### src/rtl/fifo_async_pkg.sv
// Shared helpers for the dual-clock FIFO pointer controllers: Gray/binary
// conversion and address-width derivation, common to read and write sides.
package fifo_async_pkg;

  // Widest pointer the conversion helpers handle; callers zero-extend into it.
  localparam int unsigned PtrMaxW = 32;

  function automatic int unsigned addr_width(input int unsigned depth);
    return $clog2(depth);
  endfunction

  function automatic bit is_pow2(input int unsigned value);
    return (value != 0) && ((value & (value - 1)) == 0);
  endfunction

  function automatic logic [PtrMaxW-1:0] width_mask(input int unsigned width);
    logic [PtrMaxW-1:0] mask;
    mask = '0;
    for (int i = 0; i < int'(PtrMaxW); i++) begin
      if (i < int'(width)) mask[i] = 1'b1;
    end
    return mask;
  endfunction

  function automatic logic [PtrMaxW-1:0] bin2gray(input logic [PtrMaxW-1:0] bin,
                                                   input int unsigned       width);
    logic [PtrMaxW-1:0] b;
    b = bin & width_mask(width);
    return b ^ (b >> 1);
  endfunction

  // Each binary bit is the XOR of all Gray bits at and above it.
  function automatic logic [PtrMaxW-1:0] gray2bin(input logic [PtrMaxW-1:0] gray,
                                                   input int unsigned       width);
    logic [PtrMaxW-1:0] bin;
    logic               acc;
    bin = '0;
    acc = 1'b0;
    for (int i = int'(PtrMaxW) - 1; i >= 0; i--) begin
      if (i < int'(width)) begin
        acc    = acc ^ gray[i];
        bin[i] = acc;
      end
    end
    return bin;
  endfunction

endpackage

### src/rtl/sync_ff_chain.sv
// Multi-flop synchroniser for Gray-coded pointers crossing clock domains.
// Asynchronous active-high reset clears every stage.
module sync_ff_chain #(
  parameter int unsigned WIDTH  = 8,
  parameter int unsigned STAGES = 2
) (
  input  logic             clk,
  input  logic             rst,
  input  logic [WIDTH-1:0] d,
  output logic [WIDTH-1:0] q
);

  logic [STAGES-1:0][WIDTH-1:0] stage_q;

  always_ff @(posedge clk or posedge rst) begin
    if (rst) begin
      stage_q <= '0;
    end else begin
      stage_q[0] <= d;
      for (int i = 1; i < int'(STAGES); i++) begin
        stage_q[i] <= stage_q[i-1];
      end
    end
  end

  assign q = stage_q[STAGES-1];

endmodule

### src/rtl/rptr_empty_ctrl.sv
// Read-side pointer/flag controller of the async FIFO (read clock domain only).
// Define RPTR_AEMPTY_EN to build the fill-level subtractor, rd_level and aempty.
module rptr_empty_ctrl
  import fifo_async_pkg::*;
#(
  parameter int unsigned DEPTH         = 1024,
  parameter int unsigned SYNC_STAGES   = 2,
  parameter int unsigned AEMPTY_THRESH = 4,
  localparam int unsigned AW           = addr_width(DEPTH)
) (
  input  logic        clk_r,
  input  logic        rst_r,
  input  logic        rd_req,
  input  logic        clr_underflow,
  input  logic [AW:0] wptr_gray,
  output logic        rd_en,
  output logic [AW-1:0] rd_addr,
  output logic [AW:0] rptr_gray,
  output logic        empty,
  output logic        aempty,
  output logic [AW:0] rd_level,
  output logic        underflow
);

  localparam int unsigned PW = AW + 1;

  if (!is_pow2(DEPTH) || DEPTH < 4) begin : g_bad_depth
    $error("DEPTH must be a power of two and at least 4");
  end
  if (SYNC_STAGES < 2 || SYNC_STAGES > 4) begin : g_bad_stages
    $error("SYNC_STAGES must be 2..4");
  end
  if (AEMPTY_THRESH < 1 || AEMPTY_THRESH >= DEPTH) begin : g_bad_thresh
    $error("AEMPTY_THRESH must be 1..DEPTH-1");
  end

  logic [PW-1:0] wq_gray;
  logic [PW-1:0] rptr_bin_q;
  logic [PW-1:0] rptr_gray_q;
  logic [PW-1:0] rptr_next;
  logic [PW-1:0] rptr_gray_next;
  logic          empty_q;
  logic          empty_d;
  logic          underflow_q;
  logic          underflow_d;

  sync_ff_chain #(
    .WIDTH  (PW),
    .STAGES (SYNC_STAGES)
  ) u_wptr_sync (
    .clk (clk_r),
    .rst (rst_r),
    .d   (wptr_gray),
    .q   (wq_gray)
  );

  assign rd_en          = rd_req & ~empty_q;
  assign rptr_next      = rptr_bin_q + PW'(rd_en);
  assign rptr_gray_next = PW'(bin2gray(PtrMaxW'(rptr_next), PW));
  // Pessimistic: wq_gray lags the real write pointer, so empty never clears early.
  assign empty_d        = (rptr_gray_next == wq_gray);

  always_comb begin
    underflow_d = underflow_q;
    if (rd_req && empty_q) begin
      underflow_d = 1'b1;
    end else if (clr_underflow) begin
      underflow_d = 1'b0;
    end
  end

  always_ff @(posedge clk_r or posedge rst_r) begin
    if (rst_r) begin
      rptr_bin_q  <= '0;
      rptr_gray_q <= '0;
      empty_q     <= 1'b1;
      underflow_q <= 1'b0;
    end else begin
      rptr_bin_q  <= rptr_next;
      rptr_gray_q <= rptr_gray_next;
      empty_q     <= empty_d;
      underflow_q <= underflow_d;
    end
  end

`ifdef RPTR_AEMPTY_EN
  logic [PW-1:0] wq_bin;
  logic [PW-1:0] level_next;
  logic [PW-1:0] level_q;
  logic          aempty_d;
  logic          aempty_q;

  assign wq_bin     = PW'(gray2bin(PtrMaxW'(wq_gray), PW));
  // Modulo-2^PW difference is the true occupancy because it never exceeds DEPTH.
  assign level_next = wq_bin - rptr_next;
  assign aempty_d   = (PtrMaxW'(level_next) <= AEMPTY_THRESH);

  always_ff @(posedge clk_r or posedge rst_r) begin
    if (rst_r) begin
      level_q  <= '0;
      aempty_q <= 1'b1;
    end else begin
      level_q  <= level_next;
      aempty_q <= aempty_d;
    end
  end

  assign rd_level = level_q;
  assign aempty   = aempty_q;
`else
  assign rd_level = '0;
  assign aempty   = empty_q;
`endif

  assign rd_addr   = rptr_bin_q[AW-1:0];
  assign rptr_gray = rptr_gray_q;
  assign empty     = empty_q;
  assign underflow = underflow_q;

`ifndef SYNTHESIS
  a_gray_one_bit : assert property (@(posedge clk_r) disable iff (rst_r)
    $countones(rptr_gray_q ^ $past(rptr_gray_q)) <= 1);
`ifdef RPTR_AEMPTY_EN
  a_empty_level : assert property (@(posedge clk_r) disable iff (rst_r)
    empty_q == (level_q == '0));
`endif
`endif

endmodule

### config.mk
export PLATFORM = sky130hd
export DESIGN_NAME = rptr_empty_ctrl
export DESIGN_NICKNAME = d
export VERILOG_FILES = /design/src/rtl/fifo_async_pkg.sv /design/src/rtl/sync_ff_chain.sv /design/src/rtl/rptr_empty_ctrl.sv
export SDC_FILE = /design/constraint.sdc
export NUM_CORES = 1
export LEC_CHECK = 0
export ABC_CLOCK_PERIOD_IN_PS = 6700
export BUFFER_PORTS_ARGS = -buffer_cell sky130_fd_sc_hd__buf_2
export CORE_MARGIN = 3
export CORE_UTILIZATION = 35
export DETAILED_ROUTE_END_ITERATION = 10
export GPL_TIMING_DRIVEN = 0
export PLACE_DENSITY_LB_ADDON = 0.3
export RECOVER_POWER = 100
export SYNTH_ARGS = -nofsm -noshare
export SYNTH_HDL_FRONTEND = slang
export SYNTH_SLANG_ARGS = --single-unit
### constraint.sdc
create_clock -name clk_r -period 6.7 [get_ports clk_r]
set_input_delay 0.67 -clock clk_r [delete_from_list [all_inputs] [get_ports clk_r]]
set_output_delay 0.67 -clock clk_r [all_outputs]
set_load 0.01 [all_outputs]
==> reports/metrics.yaml, run 1 <==
netlist_instances: 191
fmax_ghz: 0.353
synthFlopType: "dfrtp_1"
worst_path_max_delay_cell: "or3b_1"
yosysWarnings: 0
async_reset_ff_frac: 1.00
antenna_found_initial: 0
grt_busiest_layer: "met2"
cts.sinks: 45
fp.dieH_um: 84.6
yosysTopAreaCell: "dfrtp_1"
cts_setup_buffers: 0
grt_pass1_wl_mm: 6.58
io_pins: 51
fin_area_um2: 2530
worst_pin_slew_ns: 1.35
clkTransAtPathRegs_ns: 0.07
ctsRootBufferMaster: "clkbuf_8"
ff2ff_setup_slack_ns: 3.96
io_buffers: 39
fin_crit_sh: 0.423
ys_seq_elements: 45
path_max_fanout: 10
drive_gt1_frac: 0.186
hold_violations: 0
place_area_um2: 2510
required_ns: 6.89
finalCriticalPeriod_ns: 2.84
globalplace.congestion: 0.852
path_buf_inv: 2
met1_usage: 0.157
maxCapViolCount: 0
filler_cell_count: 613
ant_nets: 0
synthesis.area_um2: 2160
max_stage_delay_ns: 0.38
irDropWorstVdd_uv: 149
r2r-start: "aempty$_DFF_PP1_"
crit_chain: "buf_2, nor2b_1, ha_1, clkbuf_1, and2b_1, nor4bb_1, or3b_1, nor4_1, nand4_1, nor3_1"
ys_seq_area_frac: 0.521
synthDistinctLibCells: 48
coreArea_um2: 5960
cts_tree: "done"
whs_endpoint: "u_wptr_sync.q[9]$_DFF_PP0_"
drc: 0
min_delay_path_depth: 0
clk_latency_ns: 0.29
grt_pass1_vias: 1398
synth_area_leaders: "dfrtp_1, xnor2_1, xor2_1, buf_4, nand2_1"
crit_path_start_kind: "primary input"
path_class: "primary input to register"
skew_ns: 0.00584
detail_route.wl_per_cell_um: 12.3
htreeDepth: 2
status: "complete, no violations"
cts_resized: 0
final_cell_mix: "dfrtp_1, clkbuf_1, buf_2, xnor2_1, buf_4"
maxSlewViolCount: 0
cts_buffers: 5
dr.pass1.iters: 4
hold_start: "u_wptr_sync.stage_q[9]$_DFF_PP0_"
die_x_um: 84.6
setup_tns_ns: 0
die-area_um2: 7160
area_growth_pct: 17.0
diodes: 0
cts.hold.buffers_added: 0
yosysTopAreaCellShare: 0.509
startpoint: "rd_req"
worstSetupEndpointType: "register"
p_per_area_nw_per_um2: 336
viasPerCell: 4.58
synth_edf_count: 0
p_leak_nw: 1.17
slew_headroom: 0.0978
worst-path-stages: 10
met3_usage: 0.0324
r2r_cells: 9
std_cell_rows: 28
min_path_type: "register to register"
clock_tree.buffer_depth: 2
grt-ovfl-total: 0
groute.layer.met2.usage: 0.179
grt_max_degree: 28
layout.cells.most_common: "dfrtp_1"
drtIter0Drc: 58
syn_avg_cell_area_um2: 11.3
rsz0062_at_grt: "no"
hpwl_mm: 2.96
r2r-end: "aempty$_DFF_PP1_"
final_util: 0.425
nNetsFinal: 265
arrival_ns: 3.03
cpLargestDelayFamily: "simple AND/OR/NAND/NOR gates"
finalWirelength_mm: 3.96
vias: 1475
report.final.setup_viol: 0
track_usage: 0.115
start_util: 0.363
## cell type report
cell class	instances	area, µm²	area share
flip-flops and latches	45	1130	0.445
multi-input cells	126	882	0.348
repair buffers	40	169	0.0667
plain buffers	23	159	0.0628
well taps	75	93.8	0.0371
clock buffers	5	68.8	0.0272
inverters	7	26.3	0.0104
clock inverters	1	5.00	0.00198
## sequential cells by signal (all words and copies together), names as in the netlist
| signal | count |
|---|---|
| u_wptr_sync.q | 11 |
| rptr_gray | 10 |
| u_wptr_sync.stage_q | 11 |
| underflow | 1 |
| rptr_bin_q | 11 |
| aempty | 1 |
## worst reg2reg max path: stages (launching register included)
cell      delay (ns)
dfstp_1         0.39
nor2b_1         0.21
ha_1            0.23
clkbuf_1        0.36
and2b_1         0.34
nor4bb_1        0.09
or3b_1          0.38
nor4_1          0.24
nand4_1         0.15
nor3_1          0.26
## cells by family (layout without fill, tap and decap cells)
group	after synthesis	count (layout)	synth area share
AND/OR/NAND/NOR	54	54	0.152
flip-flops	45	45	0.521
XOR/XNOR	34	34	0.144
buffers and inverters	30	76	0.0862
AO/OA/AOI/OAI	24	24	0.0792
adder cells (fa/ha/maj)	2	2	0.0116
other	1	11	0.00173
multiplexers	1	1	0.00463
## metrics by stage
stage	power (mW)	cells	setup WS [ns]	hold WS [ns]
2_1_floorplan	0.625	201	4.10	0.331
3_5_place_dp	0.723	316	3.85	0.335
5_1_grt	0.920	322	3.66	0.356
4_1_cts	0.877	322	4.14	0.353
6_report	0.851	322	3.86	0.351
3_3_place_gp	0.716	315	3.83	0.334
## worst max-delay path by stage
stage / end / slack [ns]
3_3_place_gp: aempty$_DFF_PP1_ / 3.83
6_report: aempty$_DFF_PP1_ / 3.86
4_1_cts: aempty$_DFF_PP1_ / 4.14
2_1_floorplan: aempty$_DFF_PP1_ / 4.10
5_1_grt: aempty$_DFF_PP1_ / 3.66
3_5_place_dp: aempty$_DFF_PP1_ / 3.85
## report_power, final
group | switching, mW | leakage (nW) | internal [mW]
clock | 0.0824 | 0.0399 | 0.0687
combinational | 0.208 | 0.584 | 0.148
sequential | 0.0234 | 0.550 | 0.320
## layer usage
| layer | vias up | part of all wire |
|---|---|---|
| met1 | 688 | 0.47 |
| li1 | 742 | - |
| met5 | - | 0 |
| met2 | 43 | 0.47 |
| met4 | 0 | 0.0025 |
| met3 | 2 | 0.065 |
## cells in the mapped netlist (all sizes together), types with 2 or more instances
cell	n
nand4	5
and2	2
xnor2	19
and3	2
buf	22
a21oi	6
nor2b	3
a2111o	2
nor4	3
a31oi	2
o21ai	4
nand2	11
or3b	2
nor2	6
or3	2
xor2	14
dfrtp	44
ha	2
nand3	4
nor4bb	2
inv	7
nor3	7
(Power assumes the default switching activity.)
==> run 2, diff against run 1 <==
--- a/config.mk
+++ b/config.mk
@@ -5,7 +5,7 @@
 export SDC_FILE = /design/constraint.sdc
 export NUM_CORES = 1
 export LEC_CHECK = 0
-export ABC_CLOCK_PERIOD_IN_PS = 6700
+export ABC_CLOCK_PERIOD_IN_PS = 2470
 export BUFFER_PORTS_ARGS = -buffer_cell sky130_fd_sc_hd__buf_2
 export CORE_MARGIN = 3
 export CORE_UTILIZATION = 35
==> constraint.sdc (replaced) <==
create_clock -name clk_r -period 2.47 [get_ports clk_r]
set_input_delay 0.247 -clock clk_r [delete_from_list [all_inputs] [get_ports clk_r]]
set_output_delay 0.247 -clock clk_r [all_outputs]
set_load 0.01 [all_outputs]
==> reports/metrics.yaml, run 2 (synthesized netlist as in run 1, its figures left out) <==
required_ns: 2.68  # -4.21 ns
cts.sinks: 45  # unchanged
drc: 0  # unchanged
path_max_fanout: 10  # unchanged
area_growth_pct: 20.0
viasPerCell: 4.61  # +0.60%
arrival_ns: 2.51  # -0.52 ns
hold_start: "wptr_gray[6]"
final_cell_mix: "dfrtp_1, clkbuf_1, buf_2, xnor2_1, buf_4"
post-layout-total-power_mw: 2.36  # +180%
setup_tns_ns: 0  # unchanged
cts_tree: "done"
start_util: 0.363  # unchanged
wl_met2_mm: 1.84  # -0.54%
fp.dieH_um: 84.6  # unchanged
top_layer: "met4"
combinationalPowerShare: 0.428  # +0.009
htreeDepth: 2  # unchanged
antenna_found_initial: 0  # unchanged
switching_share: 0.367  # -0.00197
nNetsFinal: 267  # +0.75%
r2r-start: "aempty$_DFF_PP1_"
report.final.setup_viol: 0  # unchanged
ant_nets: 0  # unchanged
drive_gt1_frac: 0.233  # +0.0467
std_cell_rows: 28  # unchanged
ctsRootBufferMaster: "clkbuf_8"
dr.pass1.iters: 5  # +1
coreArea_um2: 5960  # unchanged
hold_violations: 0  # unchanged
wl_met3_um: 232  # -9.7%
place_area_um2: 2510  # unchanged
finalWirelength_mm: 3.96  # -0.23%
io_pins: 51  # unchanged
ff2ff_setup_slack_ns: 0.16  # -3.80 ns
r2r_cells: 9  # unchanged
fmax_ghz: 0.433
power_frac_clock: 0.174  # -0.004
layout.cells.most_common: "dfrtp_1"
crit_path_start_kind: "register"
drtIter0Drc: 66  # +14%
path_class: "register to register"
p_per_area_nw_per_um2: 908  # +170%
grt_max_degree: 28  # unchanged
rsz0062_at_grt: "no"
p_leak_nw: 1.20  # +2.1%
vias: 1493  # +1.2%
status: "complete, no violations"
globalplace.congestion: 0.852  # unchanged
slew_headroom: 0.547  # +0.450
clk_latency_ns: 0.29  # about the same
r2r-end: "aempty$_DFF_PP1_"
worstSetupEndpointType: "register"
io_buffers: 39  # unchanged
whs_endpoint: "u_wptr_sync.stage_q[6]$_DFF_PP0_"
die_x_um: 84.6  # unchanged
worst_pin_slew_ns: 0.678  # -0.675 ns
min_path_type: "primary input to register"
detail_route.wl_per_cell_um: 12.2  # -0.84%
maxCapViolCount: 0  # unchanged
hpwl_mm: 2.96  # unchanged
die-area_um2: 7160  # unchanged
switching_power_uw: 865  # +180%
intPower_mw: 1.49  # +180%
min_delay_path_depth: 1  # +1
irDropWorstVdd_uv: 410  # +170%
fin_crit_sh: 0.934
track_usage: 0.115  # unchanged
seqPwrFrac: 0.398  # -0.006
met1_length_mm: 1.86  # +0.49%
grt_pass1_vias: 1398  # unchanged
finalCriticalPeriod_ns: 2.31
grt_pass1_wl_mm: 6.58  # unchanged
grt-ovfl-total: 0  # unchanged
cts_buffers: 5  # unchanged
clkTransAtPathRegs_ns: 0.08  # about the same
skew_ns: 0.00571  # -0.000136 ns
fin_area_um2: 2600  # +2.6%
maxSlewViolCount: 0  # unchanged
filler_cell_count: 603  # -1.6%
diodes: 0  # unchanged
clock_tree.buffer_depth: 2  # unchanged
run 2: cell types whose count changed in the layout (fill, tap and decap cells not counted), moves of 2 or more:
cell	previous run	this run
clkbuf_2	0	2
clkbuf_1	27	24
nor2b_4	0	2
buf_4	15	17
ha_1	2	0
nor2b_1	3	1
run 2: timing repair:
item                                    in CTS  in global routing
buffers inserted                             0                  1
endpoints found under the setup margin       0                  1
hold buffers                                 1                  0
hold endpoints to repair                    17                  0
gates resized for setup                      0                 13
run 2: power by group through the flow:
stage / Clock, mW / Combinational, mW / Sequential [mW]
6_report: 0.410 / 1.01 / 0.938
5_1_grt: 0.457 / 1.13 / 0.961
4_1_cts: 0.430 / 1.02 / 0.930
3_5_place_dp: 0 / 1.01 / 0.945
3_3_place_gp: 0 / 0.999 / 0.943
2_1_floorplan: 0 / 0.697 / 0.998
run 2: area by class of cell:
| class | count | area, µm² | share of cell area |
|---|---|---|---|
| buffer | 23 | 164 | 0.0631 |
| tap | 75 | 93.8 | 0.0361 |
| inverter | 7 | 26.3 | 0.0101 |
| timing repair buffer | 42 | 188 | 0.0723 |
| clock inverter | 1 | 5.00 | 0.00193 |
| clock buffer | 5 | 68.8 | 0.0265 |
| sequential | 45 | 1130 | 0.434 |
| multi-input combinational | 126 | 923 | 0.356 |
run 2: worst max-delay path: stages, from the launching register on:
cell and delay, ns:
dfstp_2 0.57, nor2b_4 0.06, ha_4 0.17, clkbuf_4 0.18, and2b_2 0.26, a221o_1 0.37
xnor2_1 0.21, xnor2_1 0.14, nand3_1 0.11, nor3_2 0.15
run 2: through the flow:
stage	setup WS (ns)	cells	hold WS [ns]	utilization
detailed placement	0.0303	316	0.273	0.421
global placement	0.00734	315	0.334	0.418
CTS	0.000853	323	0.0479	0.436
global route	0.0300	324	0.0460	0.436
finish	0.162	324	0.0572	0.436
floorplan	0.173	201	0.278	-
run 2: routing by layer:
layer | global-route usage | vias up
li1 | - | 741
met1 | 0.157 | 697
met2 | 0.179 | 48
met3 | 0.0324 | 7
met4 | 0.0345 | 0
met5 | 0 | -
run 2: how the worst max path moves through the flow:
| stage | startpoint | to | slack [ns] | cells past startpoint |
|---|---|---|---|---|
| 6_report | aempty$_DFF_PP1_ | aempty$_DFF_PP1_ | 0.16 | 9 |
| 5_1_grt | aempty$_DFF_PP1_ | aempty$_DFF_PP1_ | 0.03 | 9 |
| 4_1_cts | aempty$_DFF_PP1_ | aempty$_DFF_PP1_ | 0.0009 | 9 |
| 3_5_place_dp | aempty$_DFF_PP1_ | aempty$_DFF_PP1_ | 0.03 | 9 |
| 3_3_place_gp | aempty$_DFF_PP1_ | aempty$_DFF_PP1_ | 0.007 | 9 |
| 2_1_floorplan | aempty$_DFF_PP1_ | aempty$_DFF_PP1_ | 0.17 | 9 |
